==> src/rtl/lc3b_types.sv <==
`default_nettype none
// ============================================================================
// Package    : lc3b_types
// Description: Shared types and constants for the LC-3b pipeline controller:
//              scoreboard entry layout and forward-select encodings.
// Revision   : 1.0 - initial release
// ============================================================================
package lc3b_types;

  // Default operand geometry; pipe_ctrl's AW / NUM_SRC must agree with these
  // because the scoreboard entry is a fixed packed struct.
  localparam int SB_AW      = 3;
  localparam int SB_NUM_SRC = 2;

  // Forward-select encodings: 0 means "use register-file value", any other
  // value k means "take the result held in scoreboard stage k".
  localparam int FWD_RF  = 0;
  localparam int FWD_MEM = 1;
  localparam int FWD_WB  = 2;

  typedef struct packed {
    logic                         valid;
    logic                         we;
    logic                         is_load;
    logic [SB_AW-1:0]             dest;
    logic [SB_NUM_SRC*SB_AW-1:0]  sr;
    logic [SB_NUM_SRC-1:0]        sr_used;
  } sb_entry_t;

endpackage
`default_nettype wire

==> src/rtl/youngest_match.sv <==
`default_nettype none
// ============================================================================
// Module     : youngest_match
// Description: Finds the youngest (lowest index >= LO) scoreboard stage that
//              writes a given source register; returns hit, index, is_load.
// Revision   : 1.0 - initial release
// ============================================================================
module youngest_match
  import lc3b_types::*;
#(
  parameter int NUM_STAGES = 3,
  parameter int AW         = SB_AW,
  parameter int LO         = 0,
  localparam int FW        = (NUM_STAGES > 1) ? $clog2(NUM_STAGES) : 1
) (
  input  logic [AW-1:0]            src,
  input  logic                     src_used,
  input  logic [NUM_STAGES-1:0]    valid,
  input  logic [NUM_STAGES-1:0]    we,
  input  logic [NUM_STAGES-1:0]    is_load_vec,
  input  logic [NUM_STAGES*AW-1:0] dest,
  output logic                     hit,
  output logic [FW-1:0]            idx,
  output logic                     is_load
);

  // Scan oldest to youngest so the last (lowest-index) match wins.
  always_comb begin
    hit     = 1'b0;
    idx     = '0;
    is_load = 1'b0;
    for (int k = NUM_STAGES - 1; k >= LO; k--) begin
      if (src_used && valid[k] && we[k] && (dest[k*AW +: AW] == src)) begin
        hit     = 1'b1;
        idx     = FW'(k);
        is_load = is_load_vec[k];
      end
    end
  end

endmodule
`default_nettype wire

==> src/rtl/pipe_ctrl.sv <==
`default_nettype none
// ============================================================================
// Module     : pipe_ctrl
// Description: Pipeline controller: scoreboard of in-flight instructions,
//              load-use hazard detection, stall/flush enables, EX forwarding
//              selects and saturating hazard/flush event counters.
// Revision   : 1.0 - initial release
// ============================================================================
module pipe_ctrl
  import lc3b_types::*;
#(
  parameter int NUM_STAGES     = 3,
  parameter int NUM_SRC        = SB_NUM_SRC,
  parameter int AW             = SB_AW,
  parameter int LOAD_FWD_STAGE = 2,
  parameter int REDIRECT_STAGE = 2,
  parameter int CNT_W          = 16,
  localparam int FW            = (NUM_STAGES > 1) ? $clog2(NUM_STAGES) : 1
) (
  input  logic                    clk,
  input  logic                    reset,
  input  logic                    icache_stall,
  input  logic                    dcache_stall,
  input  logic                    redirect,
  input  logic [NUM_SRC*AW-1:0]   id_sr,
  input  logic [NUM_SRC-1:0]      id_sr_used,
  input  logic [AW-1:0]           id_dest,
  input  logic                    id_we,
  input  logic                    id_is_load,
  output logic                    load_pc,
  output logic                    load_if_id,
  output logic                    flush_if_id,
  output logic                    pipe_adv,
  output logic                    ex_bubble,
  output logic                    ifid_valid,
  output logic [NUM_STAGES-1:0]   stage_valid,
  output logic [NUM_SRC*FW-1:0]   fwd_sel,
  output logic [CNT_W-1:0]        hazard_cnt,
  output logic [CNT_W-1:0]        flush_cnt
);

  sb_entry_t                r_sb [NUM_STAGES];
  logic                     r_ifid_valid;
  logic [CNT_W-1:0]         r_hazard_cnt;
  logic [CNT_W-1:0]         r_flush_cnt;

  logic [NUM_STAGES-1:0]    w_v;
  logic [NUM_STAGES-1:0]    w_we;
  logic [NUM_STAGES-1:0]    w_ld;
  logic [NUM_STAGES*AW-1:0] w_dest;
  logic [NUM_SRC-1:0]       w_id_hit;
  logic [NUM_SRC-1:0]       w_id_ld;
  logic [NUM_SRC-1:0]       w_src_hz;
  logic [NUM_SRC-1:0]       w_ex_hit;
  logic [NUM_SRC-1:0]       w_ex_ld;
  logic [NUM_SRC*FW-1:0]    w_id_idx;
  logic [NUM_SRC*FW-1:0]    w_ex_idx;
  logic                     w_adv;
  logic                     w_hazard;
  logic                     w_bubble;
  logic                     w_load_if_id;
  sb_entry_t                w_id_entry;

  // Flatten scoreboard fields into vectors for the match units.
  generate
    for (genvar k = 0; k < NUM_STAGES; k++) begin : g_flat
      assign w_v[k]               = r_sb[k].valid;
      assign w_we[k]              = r_sb[k].we;
      assign w_ld[k]              = r_sb[k].is_load;
      assign w_dest[k*AW +: AW]   = r_sb[k].dest;
    end
  endgenerate

  // Per-source matching: ID side searches all stages, EX side skips stage 0
  // (which is the EX instruction itself).
  generate
    for (genvar i = 0; i < NUM_SRC; i++) begin : g_src
      youngest_match #(
        .NUM_STAGES (NUM_STAGES),
        .AW         (AW),
        .LO         (0)
      ) u_id_match (
        .src         (id_sr[i*AW +: AW]),
        .src_used    (id_sr_used[i]),
        .valid       (w_v),
        .we          (w_we),
        .is_load_vec (w_ld),
        .dest        (w_dest),
        .hit         (w_id_hit[i]),
        .idx         (w_id_idx[i*FW +: FW]),
        .is_load     (w_id_ld[i])
      );

      // Load data is not available until LOAD_FWD_STAGE; the consumer must
      // wait if it would reach EX before the load gets there.
      assign w_src_hz[i] = w_id_hit[i] & w_id_ld[i] &
                           (int'(w_id_idx[i*FW +: FW]) < LOAD_FWD_STAGE - 1);

      youngest_match #(
        .NUM_STAGES (NUM_STAGES),
        .AW         (AW),
        .LO         (1)
      ) u_ex_match (
        .src         (r_sb[0].sr[i*AW +: AW]),
        .src_used    (r_sb[0].valid & r_sb[0].sr_used[i]),
        .valid       (w_v),
        .we          (w_we),
        .is_load_vec (w_ld),
        .dest        (w_dest),
        .hit         (w_ex_hit[i]),
        .idx         (w_ex_idx[i*FW +: FW]),
        .is_load     (w_ex_ld[i])
      );

      // A load not yet at LOAD_FWD_STAGE has no data to forward; the hazard
      // stall keeps this from happening, the guard just keeps the mux honest.
      assign fwd_sel[i*FW +: FW] =
        (w_ex_hit[i] && !(w_ex_ld[i] && (int'(w_ex_idx[i*FW +: FW]) < LOAD_FWD_STAGE)))
          ? w_ex_idx[i*FW +: FW] : FW'(FWD_RF);
    end
  endgenerate

  assign w_adv        = ~dcache_stall;
  assign w_hazard     = r_ifid_valid & (|w_src_hz);
  assign w_bubble     = ~(r_ifid_valid & ~w_hazard & ~redirect);
  assign w_load_if_id = w_adv & ~icache_stall & ~w_hazard & ~redirect;

  assign pipe_adv     = w_adv;
  assign load_if_id   = w_load_if_id;
  assign load_pc      = w_adv & (redirect | (~icache_stall & ~w_hazard));
  assign flush_if_id  = w_adv & redirect;
  assign ex_bubble    = w_bubble;
  assign ifid_valid   = r_ifid_valid;
  assign stage_valid  = w_v;
  assign hazard_cnt   = r_hazard_cnt;
  assign flush_cnt    = r_flush_cnt;

  // Scoreboard entry built from the instruction currently in ID.
  always_comb begin
    w_id_entry         = '0;
    w_id_entry.valid   = 1'b1;
    w_id_entry.we      = id_we;
    w_id_entry.is_load = id_is_load;
    w_id_entry.dest    = id_dest;
    w_id_entry.sr      = id_sr;
    w_id_entry.sr_used = id_sr_used;
  end

  // Scoreboard shift; redirect kills the wrong-path stages on the same edge.
  always_ff @(posedge clk or posedge reset) begin
    if (reset) begin
      for (int k = 0; k < NUM_STAGES; k++) r_sb[k] <= '0;
    end else if (w_adv) begin
      r_sb[0] <= w_bubble ? '0 : w_id_entry;
      for (int k = 1; k < NUM_STAGES; k++) r_sb[k] <= r_sb[k-1];
      if (redirect) begin
        for (int k = 0; k < NUM_STAGES; k++) begin
          if (k <= REDIRECT_STAGE) r_sb[k] <= '0;
        end
      end
    end
  end

  // IF/ID live flag: refill sets it, draining to EX without refill clears it.
  always_ff @(posedge clk or posedge reset) begin
    if (reset) begin
      r_ifid_valid <= 1'b0;
    end else if (w_adv) begin
      if (redirect)          r_ifid_valid <= 1'b0;
      else if (w_load_if_id) r_ifid_valid <= 1'b1;
      else if (!w_bubble)    r_ifid_valid <= 1'b0;
    end
  end

  // Saturating event counters, frozen while the pipe is stalled.
  always_ff @(posedge clk or posedge reset) begin
    if (reset) begin
      r_hazard_cnt <= '0;
      r_flush_cnt  <= '0;
    end else if (w_adv) begin
      if (w_hazard && (r_hazard_cnt != '1)) r_hazard_cnt <= r_hazard_cnt + 1'b1;
      if (redirect && (r_flush_cnt  != '1)) r_flush_cnt  <= r_flush_cnt + 1'b1;
    end
  end

endmodule
`default_nettype wire

==> config.mk <==
export PLATFORM = sky130hd
export DESIGN_NAME = pipe_ctrl
export DESIGN_NICKNAME = d
export VERILOG_FILES = /design/src/rtl/lc3b_types.sv /design/src/rtl/youngest_match.sv /design/src/rtl/pipe_ctrl.sv
export SDC_FILE = /design/constraint.sdc
export NUM_CORES = 1
export LEC_CHECK = 0
export ABC_AREA = 1
export CAP_MARGIN = 20
export CORE_UTILIZATION = 45
export DETAILED_ROUTE_END_ITERATION = 12
export GPL_TIMING_DRIVEN = 0
export PLACE_DENSITY_LB_ADDON = 0.25
export SLEW_MARGIN = 40
export SYNTH_ARGS = -nofsm -noshare
export SYNTH_HDL_FRONTEND = slang
export SYNTH_SLANG_ARGS = --single-unit
==> constraint.sdc <==
create_clock -name clk -period 4.3 [get_ports clk]
set_clock_uncertainty 0.05 [all_clocks]
set_input_delay 0.86 -clock clk [delete_from_list [all_inputs] [get_ports clk]]
set_output_delay 0.86 -clock clk [all_outputs]
set_load 0.02 [all_outputs]
==> results.py <==
metrics = {
    "flow_run": {
        "cap_violations": 0,
    },
    "routing": {
        "drt_iter0_drc": 126,
        "drt_first_pass_iters": 4,
        "ant_nets": 0,
        "drcViolationCount": 0,
        "viasPerCell": 4.84,
        "drt_wl_total_mm": 7.60,
        "dr_total_vias": 2884,
        "detail_route.wl_per_cell_um": 12.7,
    },
    "cts": {
        "numCtsBuffers": 9,
        "clk_pin_slew_worst_paths_ns": 0.07,
        "insertion_delay_ns": 0.34,
        "htree_levels": 3,
        "post-cts-setup-buffers": 0,
        "ctsHoldBuffers": 0,
        "cts-root-buf": "clkbuf_8",
        "cts_resized": 0,
        "clk_path_buf_depth": 2,
        "cts_tree": "yes",
        "cts_num_sinks": 58,
    },
    "logic_synthesis": {
        "synthArstFlopShare_pct": 100,
        "postSynthCellCount": 422,
        "yosys_warnings": 0,
        "synth_top_area_share_pct": 44.1,
        "netlist_top_cells_area": "dfrtp_1 (44%), nand2_1 (15%), xor2_1 (5.6%)",
        "ys_types": 31,
        "yosys.area.top_type": "dfrtp_1",
        "synth_edf_count": 0,
        "syn-num-nets": 442,
        "netlist_area_sq_mm": 0.00329,
        "syn_area_per_cell_sq_um": 7.80,
        "synth-seq-area-share_pct": 44.1,
        "synth_ff_type": "dfrtp_1",
        "ys_ff_latch": 58,
    },
    "min_path": {
        "hold_path_class": "reg2reg",
    },
    "timing": {
        "fmax_mhz": 281,
        "rsz0062_at_grt": "false",
        "finalHoldViolations": 0,
        "setup_violations": 0,
        "final.min_clock_period_ns": 3.56,
        "drv_slew": 0,
        "worst_slew_pin_slew_ns": 0.499,
        "finalSetupTns_ns": 0,
        "slew_headroom_pct": 66.7,
        "post-route-period-util_pct": 82.8,
    },
    "worst_setup_path": {
        "criticalPathCategory": "in2out",
        "crit_fanout": 4,
        "cp_data_arrival_time_ns": 2.65,
        "endpoint_kind": "primary output",
        "critical_path_required_ns": 3.39,
        "cp-start-kind": "input pin",
    },
    "floorplan": {
        "core_sq_mm": 0.00694,
        "die_w_um": 87.5,
        "design.die.area_sq_mm": 0.00766,
        "initial_core_util_pct": 47.4,
        "ioPinCount": 63,
        "rows": 30,
        "dieHeight_um": 87.5,
    },
    "place": {
        "place_congestion": 0.855,
        "numPortBuffers": 61,
        "dpl.hpwl_mm": 5.67,
        "post-place-cells": 580,
    },
    "layout": {
        "diodes": 0,
        "instances_no_fill": 596,
        "area_growth_pct": 30.7,
        "fin_nets": 515,
        "drive_gt1_share_pct": 12.0,
    },
    "power": {
        "vdd_drop_max_mv": 0.205,
        "power.density_mw_per_mm2": 368,
        "p_leak_nw": 2.00,
    },
    "global_routing": {
        "grt.total_usage_pct": 21.7,
        "antenna_found_initial": 0,
        "grt_pass1_vias": 2732,
        "grt_pass1_wl_mm": 12.6,
        "grt_max_degree": 44,
        "grt-ovfl-total": 0,
    },
    "outcome": {
        "outcome": "finished clean",
    },
}
==> worst max-delay path, cell delays in order <==
cell and delay, ns:
clkdlybuf4s50_1 0.52, inv_1 0.07, nand2_1 0.06, nand2_1 0.05, nor2_1 0.09, nand2_1 0.06
nand2_1 0.09, nand3_2 0.13, nand2_1 0.08, o21ai_0 0.07, clkdlybuf4s50_1 0.57
==> cells in the final DEF, fill, tap and decap left out, drive strengths merged <==
| cell | count |
|---|---|
| bufinv | 3 |
| o21ai | 27 |
| inv | 54 |
| a21boi | 1 |
| nand2 | 141 |
| o21bai | 1 |
| dfrtp | 58 |
| nor4 | 3 |
| o22ai | 8 |
| nor2 | 31 |
| ha | 2 |
| clkbuf | 14 |
| clkdlybuf4s50 | 61 |
| xnor2 | 16 |
| buf | 10 |
| clkinv | 4 |
| a21oi | 2 |
| nand3b | 1 |
| nand4 | 7 |
| nor3 | 13 |
| nand3 | 22 |
| xor2 | 21 |
==> synth_stat cells, types with 3 or more instances <==
cell and n:
nor2_1 28, xnor2_1 16, nand3_2 3, buf_2 3, nor3_1 12, inv_1 48, nand2_1 131, dfrtp_1 58
clkbuf_1 3, buf_4 4, nand2_2 10, o21ai_2 8, inv_2 6, nand3_1 19, nand4_1 7, o21ai_1 3
xor2_1 21, nor4_1 3, o22ai_1 8, o21ai_0 15
==> layer usage <==
layer | vias up | part of all wire [%] | track usage [%]
li1 | 1466 | - | -
met1 | 1352 | 46 | 28.2
met2 | 55 | 48 | 35.2
met3 | 11 | 4.2 | 5.94
met4 | 0 | 1.5 | 7.30
met5 | - | 0 | 0
==> through the flow <==
step	util (%)	setup WS [ns]	total power, mW	cell area (sq um)	hold WS (ns)
detailed placement	58.4	0.743	0.952	4050	0.421
floorplan	-	1.80	0.814	3290	0.399
finish	62.0	0.740	1.59	4310	0.437
CTS	62.0	0.724	1.59	4310	0.438
global route	62.0	0.555	1.66	4310	0.444
global placement	57.9	0.767	0.942	4020	0.416
==> sequential cells by signal, summed over array words and instances (netlist names) <==
signal / count
r_sb: 22
hazard_cnt: 16
stage_valid: 3
flush_cnt: 16
ifid_valid: 1
==> power breakdown <==
part / internal, mW / switching (mW)
registers: 0.589 / 0.0537
clock network: 0.415 / 0.228
logic: 0.131 / 0.170
total: 1.13 / 0.451
==> layout make-up <==
| class | count | area, sq um |
|---|---|---|
| Multi-Input combinational cell | 296 | 1550 |
| Clock inverter | 5 | 100 |
| Buffer | 12 | 78.8 |
| Timing Repair Buffer | 62 | 638 |
| Sequential cell | 58 | 1450 |
| Tap cell | 96 | 120 |
| Fill cell | 625 | 2640 |
| Inverter | 56 | 213 |
| Clock buffer | 11 | 151 |
==> kinds of logic (layout without fill, tap and decap cells) <==
family | count (synthesis) | in the layout | synth area share (%)
AO/OA/AOI/OAI | 39 | 39 | 7.64
XOR/XNOR | 37 | 37 | 9.84
adder cells (fa/ha/maj) | 2 | 2 | 0.760
buffers and inverters | 68 | 146 | 8.78
flip-flops | 58 | 58 | 44.1
AND/OR/NAND/NOR | 218 | 218 | 28.9
==> worst paths after layout <==
kind	startpoint	endpoint	slack, ns	depth (start not counted)
max in group asynchronous	reset	hazard_cnt[1]	2.98	3
setup reg to reg	hazard_cnt[0]	hazard_cnt[15]	2.43	9
min in group asynchronous	reset	flush_cnt[12]	0.74	2
hold reg to reg	r_sb[29]	r_sb[29]	0.44	2
setup / recovery	id_sr[4]	load_pc	0.74	11
hold / removal	r_sb[29]	r_sb[29]	0.44	2
Power figures use the tool's default switching activity.
